### config.mk
export PLATFORM = sky130hd
export DESIGN_NAME = bp_fe_fetch_queue
export DESIGN_NICKNAME = d
export VERILOG_FILES = /design/src/rtl/bp_fe_fetch_queue.sv
export SDC_FILE = /design/constraint.sdc
export NUM_CORES = 1
export LEC_CHECK = 0
export ABC_CLOCK_PERIOD_IN_PS = 4100
export BUFFER_PORTS_ARGS = -buffer_cell sky130_fd_sc_hd__clkbuf_2
export CORE_ASPECT_RATIO = 0.7
export CORE_UTILIZATION = 56
export DETAILED_ROUTE_END_ITERATION = 10
export GPL_TIMING_DRIVEN = 0
export HOLD_SLACK_MARGIN = 0.1
export PLACE_DENSITY = 0.79
export SYNTH_ARGS = -nofsm -noshare
export SYNTH_HDL_FRONTEND = slang
export SYNTH_SLANG_ARGS = --single-unit
### constraint.sdc
create_clock -name clk_i -period 4.1 [get_ports clk_i]
set_input_delay 0.615 -clock clk_i [delete_from_list [all_inputs] [get_ports clk_i]]
set_output_delay 0.615 -clock clk_i [all_outputs]
set_load 0.005 [all_outputs]
### src/rtl/bp_fe_fetch_queue.sv
// bp_fe_fetch_queue
//   Circular-buffer queue that sits between the icache fetch stage and the
//   decode front end. Non-speculative fetches are enqueued. A speculative
//   miss stores nothing and instead raises a one-cycle replay request for
//   its PC on the following cycle. A fetch that arrives while the queue is
//   full is dropped silently, and upstream retries it.
//
// Ports
//   clk_i          clock, all state updates on the rising edge
//   reset_n_i      synchronous active-low reset
//   fetch_v_i      fetch result valid
//   fetch_data_i   fetched instruction bits
//   fetch_pc_i     PC of the fetch
//   fetch_spec_i   speculative miss, carries no data
//   fetch_ready_o  queue can accept a fetch this cycle
//   flush_i        discard every entry and any replay capture
//   deq_v_o        head entry valid
//   deq_data_o     head data
//   deq_pc_o       head PC
//   deq_yumi_i     consumer takes the head
//   replay_v_o     one-cycle refetch request
//   replay_pc_o    PC to refetch
//   count_o        current occupancy

module bp_fe_fetch_queue #(
    parameter int depth_p       = 4,
    parameter int fetch_width_p = 32,
    parameter int vaddr_width_p = 39
) (
    input  logic                           clk_i,
    input  logic                           reset_n_i,

    input  logic                           fetch_v_i,
    input  logic [fetch_width_p-1:0]       fetch_data_i,
    input  logic [vaddr_width_p-1:0]       fetch_pc_i,
    input  logic                           fetch_spec_i,
    output logic                           fetch_ready_o,

    input  logic                           flush_i,

    output logic                           deq_v_o,
    output logic [fetch_width_p-1:0]       deq_data_o,
    output logic [vaddr_width_p-1:0]       deq_pc_o,
    input  logic                           deq_yumi_i,

    output logic                           replay_v_o,
    output logic [vaddr_width_p-1:0]       replay_pc_o,

    output logic [$clog2(depth_p):0]       count_o
);

    localparam int ptr_w_lp = $clog2(depth_p);
    localparam int cnt_w_lp = ptr_w_lp + 1;
    localparam logic [cnt_w_lp-1:0] full_cnt_lp = cnt_w_lp'(depth_p);

    logic [fetch_width_p-1:0] data_mem_q [depth_p];
    logic [vaddr_width_p-1:0] pc_mem_q   [depth_p];

    logic [ptr_w_lp-1:0]      rd_ptr_q, rd_ptr_d;
    logic [ptr_w_lp-1:0]      wr_ptr_q, wr_ptr_d;
    logic [cnt_w_lp-1:0]      count_q,  count_d;
    logic                     replay_v_q, replay_v_d;
    logic [vaddr_width_p-1:0] replay_pc_q, replay_pc_d;

    logic enq, deq;

    // Ready depends only on the registered count, so a dequeue in the same
    // cycle never frees a slot for a fetch arriving that cycle.
    assign fetch_ready_o = (count_q != full_cnt_lp);
    assign deq_v_o       = (count_q != '0);

    assign enq = fetch_v_i & fetch_ready_o & ~fetch_spec_i & ~flush_i;
    assign deq = deq_yumi_i & deq_v_o & ~flush_i;

    always_comb begin
        rd_ptr_d    = rd_ptr_q;
        wr_ptr_d    = wr_ptr_q;
        count_d     = count_q;
        replay_v_d  = 1'b0;
        replay_pc_d = replay_pc_q;

        if (flush_i) begin
            rd_ptr_d = '0;
            wr_ptr_d = '0;
            count_d  = '0;
        end else begin
            if (enq) wr_ptr_d = wr_ptr_q + ptr_w_lp'(1);
            if (deq) rd_ptr_d = rd_ptr_q + ptr_w_lp'(1);
            if (enq && !deq)      count_d = count_q + cnt_w_lp'(1);
            else if (deq && !enq) count_d = count_q - cnt_w_lp'(1);

            // Speculative misses replay regardless of fill level.
            if (fetch_v_i && fetch_spec_i) begin
                replay_v_d  = 1'b1;
                replay_pc_d = fetch_pc_i;
            end
        end
    end

    always_ff @(posedge clk_i) begin
        if (!reset_n_i) begin
            rd_ptr_q    <= '0;
            wr_ptr_q    <= '0;
            count_q     <= '0;
            replay_v_q  <= 1'b0;
            replay_pc_q <= '0;
        end else begin
            rd_ptr_q    <= rd_ptr_d;
            wr_ptr_q    <= wr_ptr_d;
            count_q     <= count_d;
            replay_v_q  <= replay_v_d;
            replay_pc_q <= replay_pc_d;
        end
    end

    // Storage is left unreset; the occupancy count alone qualifies it.
    always_ff @(posedge clk_i) begin
        if (enq) begin
            data_mem_q[wr_ptr_q] <= fetch_data_i;
            pc_mem_q[wr_ptr_q]   <= fetch_pc_i;
        end
    end

    assign deq_data_o  = data_mem_q[rd_ptr_q];
    assign deq_pc_o    = pc_mem_q[rd_ptr_q];
    assign replay_v_o  = replay_v_q;
    assign replay_pc_o = replay_pc_q;
    assign count_o     = count_q;

endmodule
**Yosys cells after proc, flatten, opt, wreduce, memory -nomap -nowiden**

Memories as Yosys holds them, arrays and structs flattened. A register that Yosys moved wholly into a read port is not among the register bits.
Index checks and enable logic that the tools add are counted.

- Add/sub/neg operators: 4
- Equality and inequality tests: 1
- Mux-type cells: 9
- Bitwise operators: 8
- Reduce and logical (&&, ||, !) cells: 9

Operators by type and width:

| operator | number |
|---|---|
| $mux 2 | 4 |
| $mux 3 | 2 |
| $and 1x1->1 | 5 |
| $add 2x1->2 const B | 2 |
| $add 3x1->3 const B | 1 |
| $logic_and 1x1->1 | 3 |
| $mux 1 | 3 |
| $ne 3x3->1 const B | 1 |
| $not 1->1 | 3 |
| $reduce_bool 3->1 | 1 |
| $sub 3x1->3 const B | 1 |
| $logic_not 1->1 | 2 |
| $reduce_and 2->1 | 1 |
| $reduce_bool 2->1 | 1 |
| $reduce_or 2->1 | 1 |

- Flip-flop bits (word level): 47
- Bits in writable memories: 284
- Bits of input ports: 77
- Word-level logic and storage cells: 38
- Memories: 2

Memory list:

| name | depth | width | read ports | clocked after memory_dff | wr ports | line | RTL |
|---|---|---|---|---|---|---|---|
| pc_mem_q | 4 | 39 | 1 | 1 | 1 | 57 | `logic [vaddr_width_p-1:0] pc_mem_q [depth_p];` |
| data_mem_q | 4 | 32 | 1 | 1 | 1 | 56 | `logic [fetch_width_p-1:0] data_mem_q [depth_p];` |

**Logic depth before layout (Yosys ltp)**

- Depth in word-level cells: 8
- Depth in mapped cells: 9
- Mapped depth without buffers: 9

**Worst setup path before layout**

Ideal clock, no wire load.

- Kind: input to register
- Start: in flush_i
- End: mem data_mem_q[0][0], enable pin
- Setup time: 437 ps
- Arrival: 2633 ps
- Required time: 3663 ps
- Setup slack: 1030 ps
- Cell stages on the path: 2
- Buffers on the path: 0
- Cell sequence: nor3b_2 -> and3_1

- Word-level cells in the longest chain between the ends: 4

Ends and longest elaborated chain:

| element | line | RTL |
|---|---|---|
| start, declared | 39 | `input logic flush_i,` |
| $not 1->1 (no source line) | - |  |
| $and 1x1->1 | 72 | `assign enq = fetch_v_i & fetch_ready_o & ~fetch_spec_i & ~flush_i;` |
| $mux 1 | 118 | `if (enq) begin` |
| $mux 1 (not written as such) | 119 | `data_mem_q[wr_ptr_q] <= fetch_data_i;` |
| end, declared | 56 |  |

Every way passes these cells.

==> qor.tcl <==
set qor(combPwrFrac) 0.037
set qor(r2r_startpoint) {count_o[0]$_SDFFE_PP0P_}
set qor(total_of_flip_flops_plus_latches_after_synthesis) 333
set qor(critical_path_required_ps) 3480
set qor(die_y_um) 126.0
set qor(area_delta_synth_final_pct) 19.10
set qor(cts_setup_buffers) 0
set qor(global_route.overflow_total) 0
set qor(max_freq_ghz) 0.3437
set qor(synth_flop_cell) {edfxtp_1}
set qor(drv_slew) 0
set qor(layout.cells.non_filler) 1123
set qor(max_slew.worst_pin.slew_ps) 692.2
set qor(grt_util_all_layers) 0.2187
set qor(max_cap_violations) 0
set qor(clock_path_buffers) 3
set qor(adder_and_majority_gate_portion_of_the_synthesized_area) 0.006711
set qor(power.total_mw) 6.552
set qor(cts_max_level) 1
set qor(largest_net_degree_at_the_start_of_global_routing) 43
set qor(dpl_worst_slack_ps) 1360
set qor(yosysSeqAreaShare) 0.7728
set qor(layout-drive-gt1-share) 0.4002
set qor(cp_data_arrival_time_ps) 2290
set qor(synth.yosys.warnings) 0
set qor(placement_rows) 44
set qor(clock_tree_sinks) 333
set qor(final_layout_setup_total_negative_slack_ps) 0
set qor(clkLatencyLatePin_ps) 540
set qor(yosysTopAreaCellShare) 0.6931
set qor(synthSimpleGateAreaFrac) 0.03630
set qor(ctsRootBufferMaster) {clkbuf_16}
set qor(clock_power_share) 0.394
set qor(clkSlewWorstSetupHoldPaths_ps) 70
set qor(startpoint_type) {flop}
set qor(num_antenna_cells) 0
set qor(synthXorXnorAreaFrac) 0.001424
set qor(muxShareOfSynthArea) 0.1327
set qor(placedInstanceArea_um2) 13740
set qor(peak_fanout_along_the_critical_path) 10
set qor(grt_pass1_vias) 6516
set qor(synthesized_instance_count) 597
set qor(io-pin-count) 193
set qor(finalHoldViolations) 0
set qor(holdCritStartpoint) {fetch_data_i[6]}
set qor(core_area_um2) 21140
set qor(cts_inserted_buffers) 29
set qor(post_cts_hold_buffer_count) 0
set qor(layout_worst_path_cycle_share) 0.7096
set qor(ys_top_cells_by_area) {edfxtp_1 (69%), mux4_2 (13%), dfxtp_1 (8.0%)}
set qor(cellPowerDensity_nw_per_um2) 447.1
set qor(power.share.switching) 0.1975
set qor(outcome) {complete, but fails checks}
set qor(complex_gate_fraction_of_the_synthesized_area) 0.02685
set qor(final_core_utilization) 0.6932
set qor(initial_utilization) 0.5820
set qor(cts_repair_resized_insts) 0
set qor(syn_area_per_cell_um2) 20.61
set qor(post_drt_via_cell_ratio) 5.669
set qor(rsz0062_at_grt) {no}
set qor(seqPwrFrac) 0.569
set qor(first_pass_iteration_count_of_the_detailed_router) 7
set qor(gpl.final_weighted_congestion) 0.8117
set qor(cp_capture_type) {primary output}
set qor(violations) {design-rule violations}
set qor(placed_cells_incl_taps) 1069
set qor(setup.worst_path.class) {reg2out}
set qor(p_leak_nw) 5.101
set qor(number_of_nets_with_antenna_violations_after_detailed_routing) 0
set qor(synth_async_sr_flop_share) 0
set qor(cell_area_after_layout_um2) 14650
set qor(drt_iter0_drc) 528
set qor(post-route-worst-setup-slack_ps) 1191
set qor(port-buffer-count) 192
set qor(post_synthesis_cell_area_um2) 12300
set qor(timing.hold.ws_ps) 290.6
set qor(setup_viol_count_final) 0
set qor(synth-edff-count) 284
set qor(peakVddDrop_v) 0.0003266
set qor(postSynthNetCount) 680
set qor(route.detailed.drc) 28
set qor(count_of_cell_types_in_the_netlist) 34
set qor(nFillCells) 1340
set qor(dpl.hpwl_um) 15720
set qor(grt_antenna_before_repair) 0
set qor(grt_pass1_wl_um) 36570
set qor(maxSlewHeadroom) 0.5385
set qor(tritoncts_clock_tree) {yes}
set qor(route.detailed.wl_per_inst_um) 21.51
set qor(final_nets) 907
set qor(die-area_um2) 22580
set qor(via_count) 6366
set qor(die_width_um) 179.2
set qor(synth_top_family_by_area) {multiplexers}
set qor(yosysTopAreaCell) {edfxtp_1}
set qor(p_switching_mw) 1.294
set qor(route.final.wire_length_um) 24160
set qor(cell_internal_pwr_mw) 5.258
set qor(hold_class) {in2reg}
set qor(final.setup_skew_ps) 8.297
set qor(min_period_ps) 2909
==> path summary, 6_finish.rpt <==
kind | to | slack, ps | depth (start not counted)
worst max-delay path | deq_pc_o[6] | 1190 | 4
worst min-delay path | data_mem_q[3][6]$_DFFE_PP_ | 290 | 1
worst max register to register | count_o[2]$_SDFFE_PP0P_ | 1630 | 9
worst min register to register | replay_pc_o[27]$_SDFFE_PN0P_ | 450 | 2
==> layout by cell type, fill, tap and decap left out, types with 4 or more instances in the layout <==
| cell type | count |
|---|---|
| clkbuf_8 | 5 |
| ha_1 | 5 |
| buf_16 | 4 |
| buf_4 | 4 |
| nand2_1 | 79 |
| clkbuf_1 | 13 |
| inv_1 | 5 |
| and3_4 | 4 |
| a21boi_1 | 39 |
| clkinv_2 | 5 |
| clkbuf_16 | 30 |
| dfxtp_1 | 49 |
| mux4_2 | 70 |
| edfxtp_1 | 284 |
| buf_12 | 7 |
| clkbuf_2 | 192 |
| buf_2 | 11 |
==> final cells by class <==
type                    instances  area (µm²)  share of cell area
flip-flops and latches        333        9509              0.6489
multi-input cells             230        2530              0.1726
repair buffers                196        1071             0.07309
clock buffers                  44       853.3             0.05823
well taps                     276       345.3             0.02357
plain buffers                  29       266.5             0.01819
clock inverters                10       60.06            0.004098
inverters                       5       18.77            0.001281
==> sequential cells by signal (all words and copies together), names as in the netlist, named ones only <==
register and flops:
rd_ptr_q 2, replay_v_o 1, pc_mem_q 156, data_mem_q 128
wr_ptr_q 2, replay_pc_o 39, count_o 3
==> worst max-delay path, cell delays in order, from the launching register on <==
cell      delay [ps]
dfxtp_1          310
buf_1            530
buf_2            410
mux4_2           370
clkbuf_2         140
==> logic make-up after synthesis <==
| group | after synthesis |
|---|---|
| XOR/XNOR | 2 |
| AO/OA/AOI/OAI | 46 |
| flip-flops | 333 |
| multiplexers | 74 |
| AND/OR/NAND/NOR | 102 |
| adder cells (fa/ha/maj) | 6 |
| buffers and inverters | 34 |
==> per-layer routing <==
layer / global-route usage / routed length, µm
met5: 0 / 0
met4: 0.04597 / 470
met3: 0.04378 / 2030
met2: 0.3552 / 11370
met1: 0.3114 / 10290
==> synth_stat cells, types with 2 or more instances <==
cell type,n
inv_1,5
nand2b_1,2
mux2i_1,3
buf_12,7
nand2_1,79
a21oi_1,3
nand3b_1,3
o21ai_0,3
dfxtp_1,49
or3_1,2
nor2_1,3
and3_1,4
edfxtp_1,284
buf_4,4
a21boi_1,39
xor2_1,2
buf_2,11
ha_1,5
clkbuf_1,4
buf_6,2
mux4_2,70
==> power by group through the flow <==
stage | Combinational [mW] | Sequential [mW] | Clock (mW)
CTS | 0.244 | 3.73 | 2.63
global route | 0.266 | 3.73 | 2.76
floorplan | 0.0977 | 3.80 | 0
finish | 0.243 | 3.73 | 2.58
detailed placement | 0.243 | 3.80 | 0
global placement | 0.225 | 3.80 | 0
(Power assumes the default switching activity.)
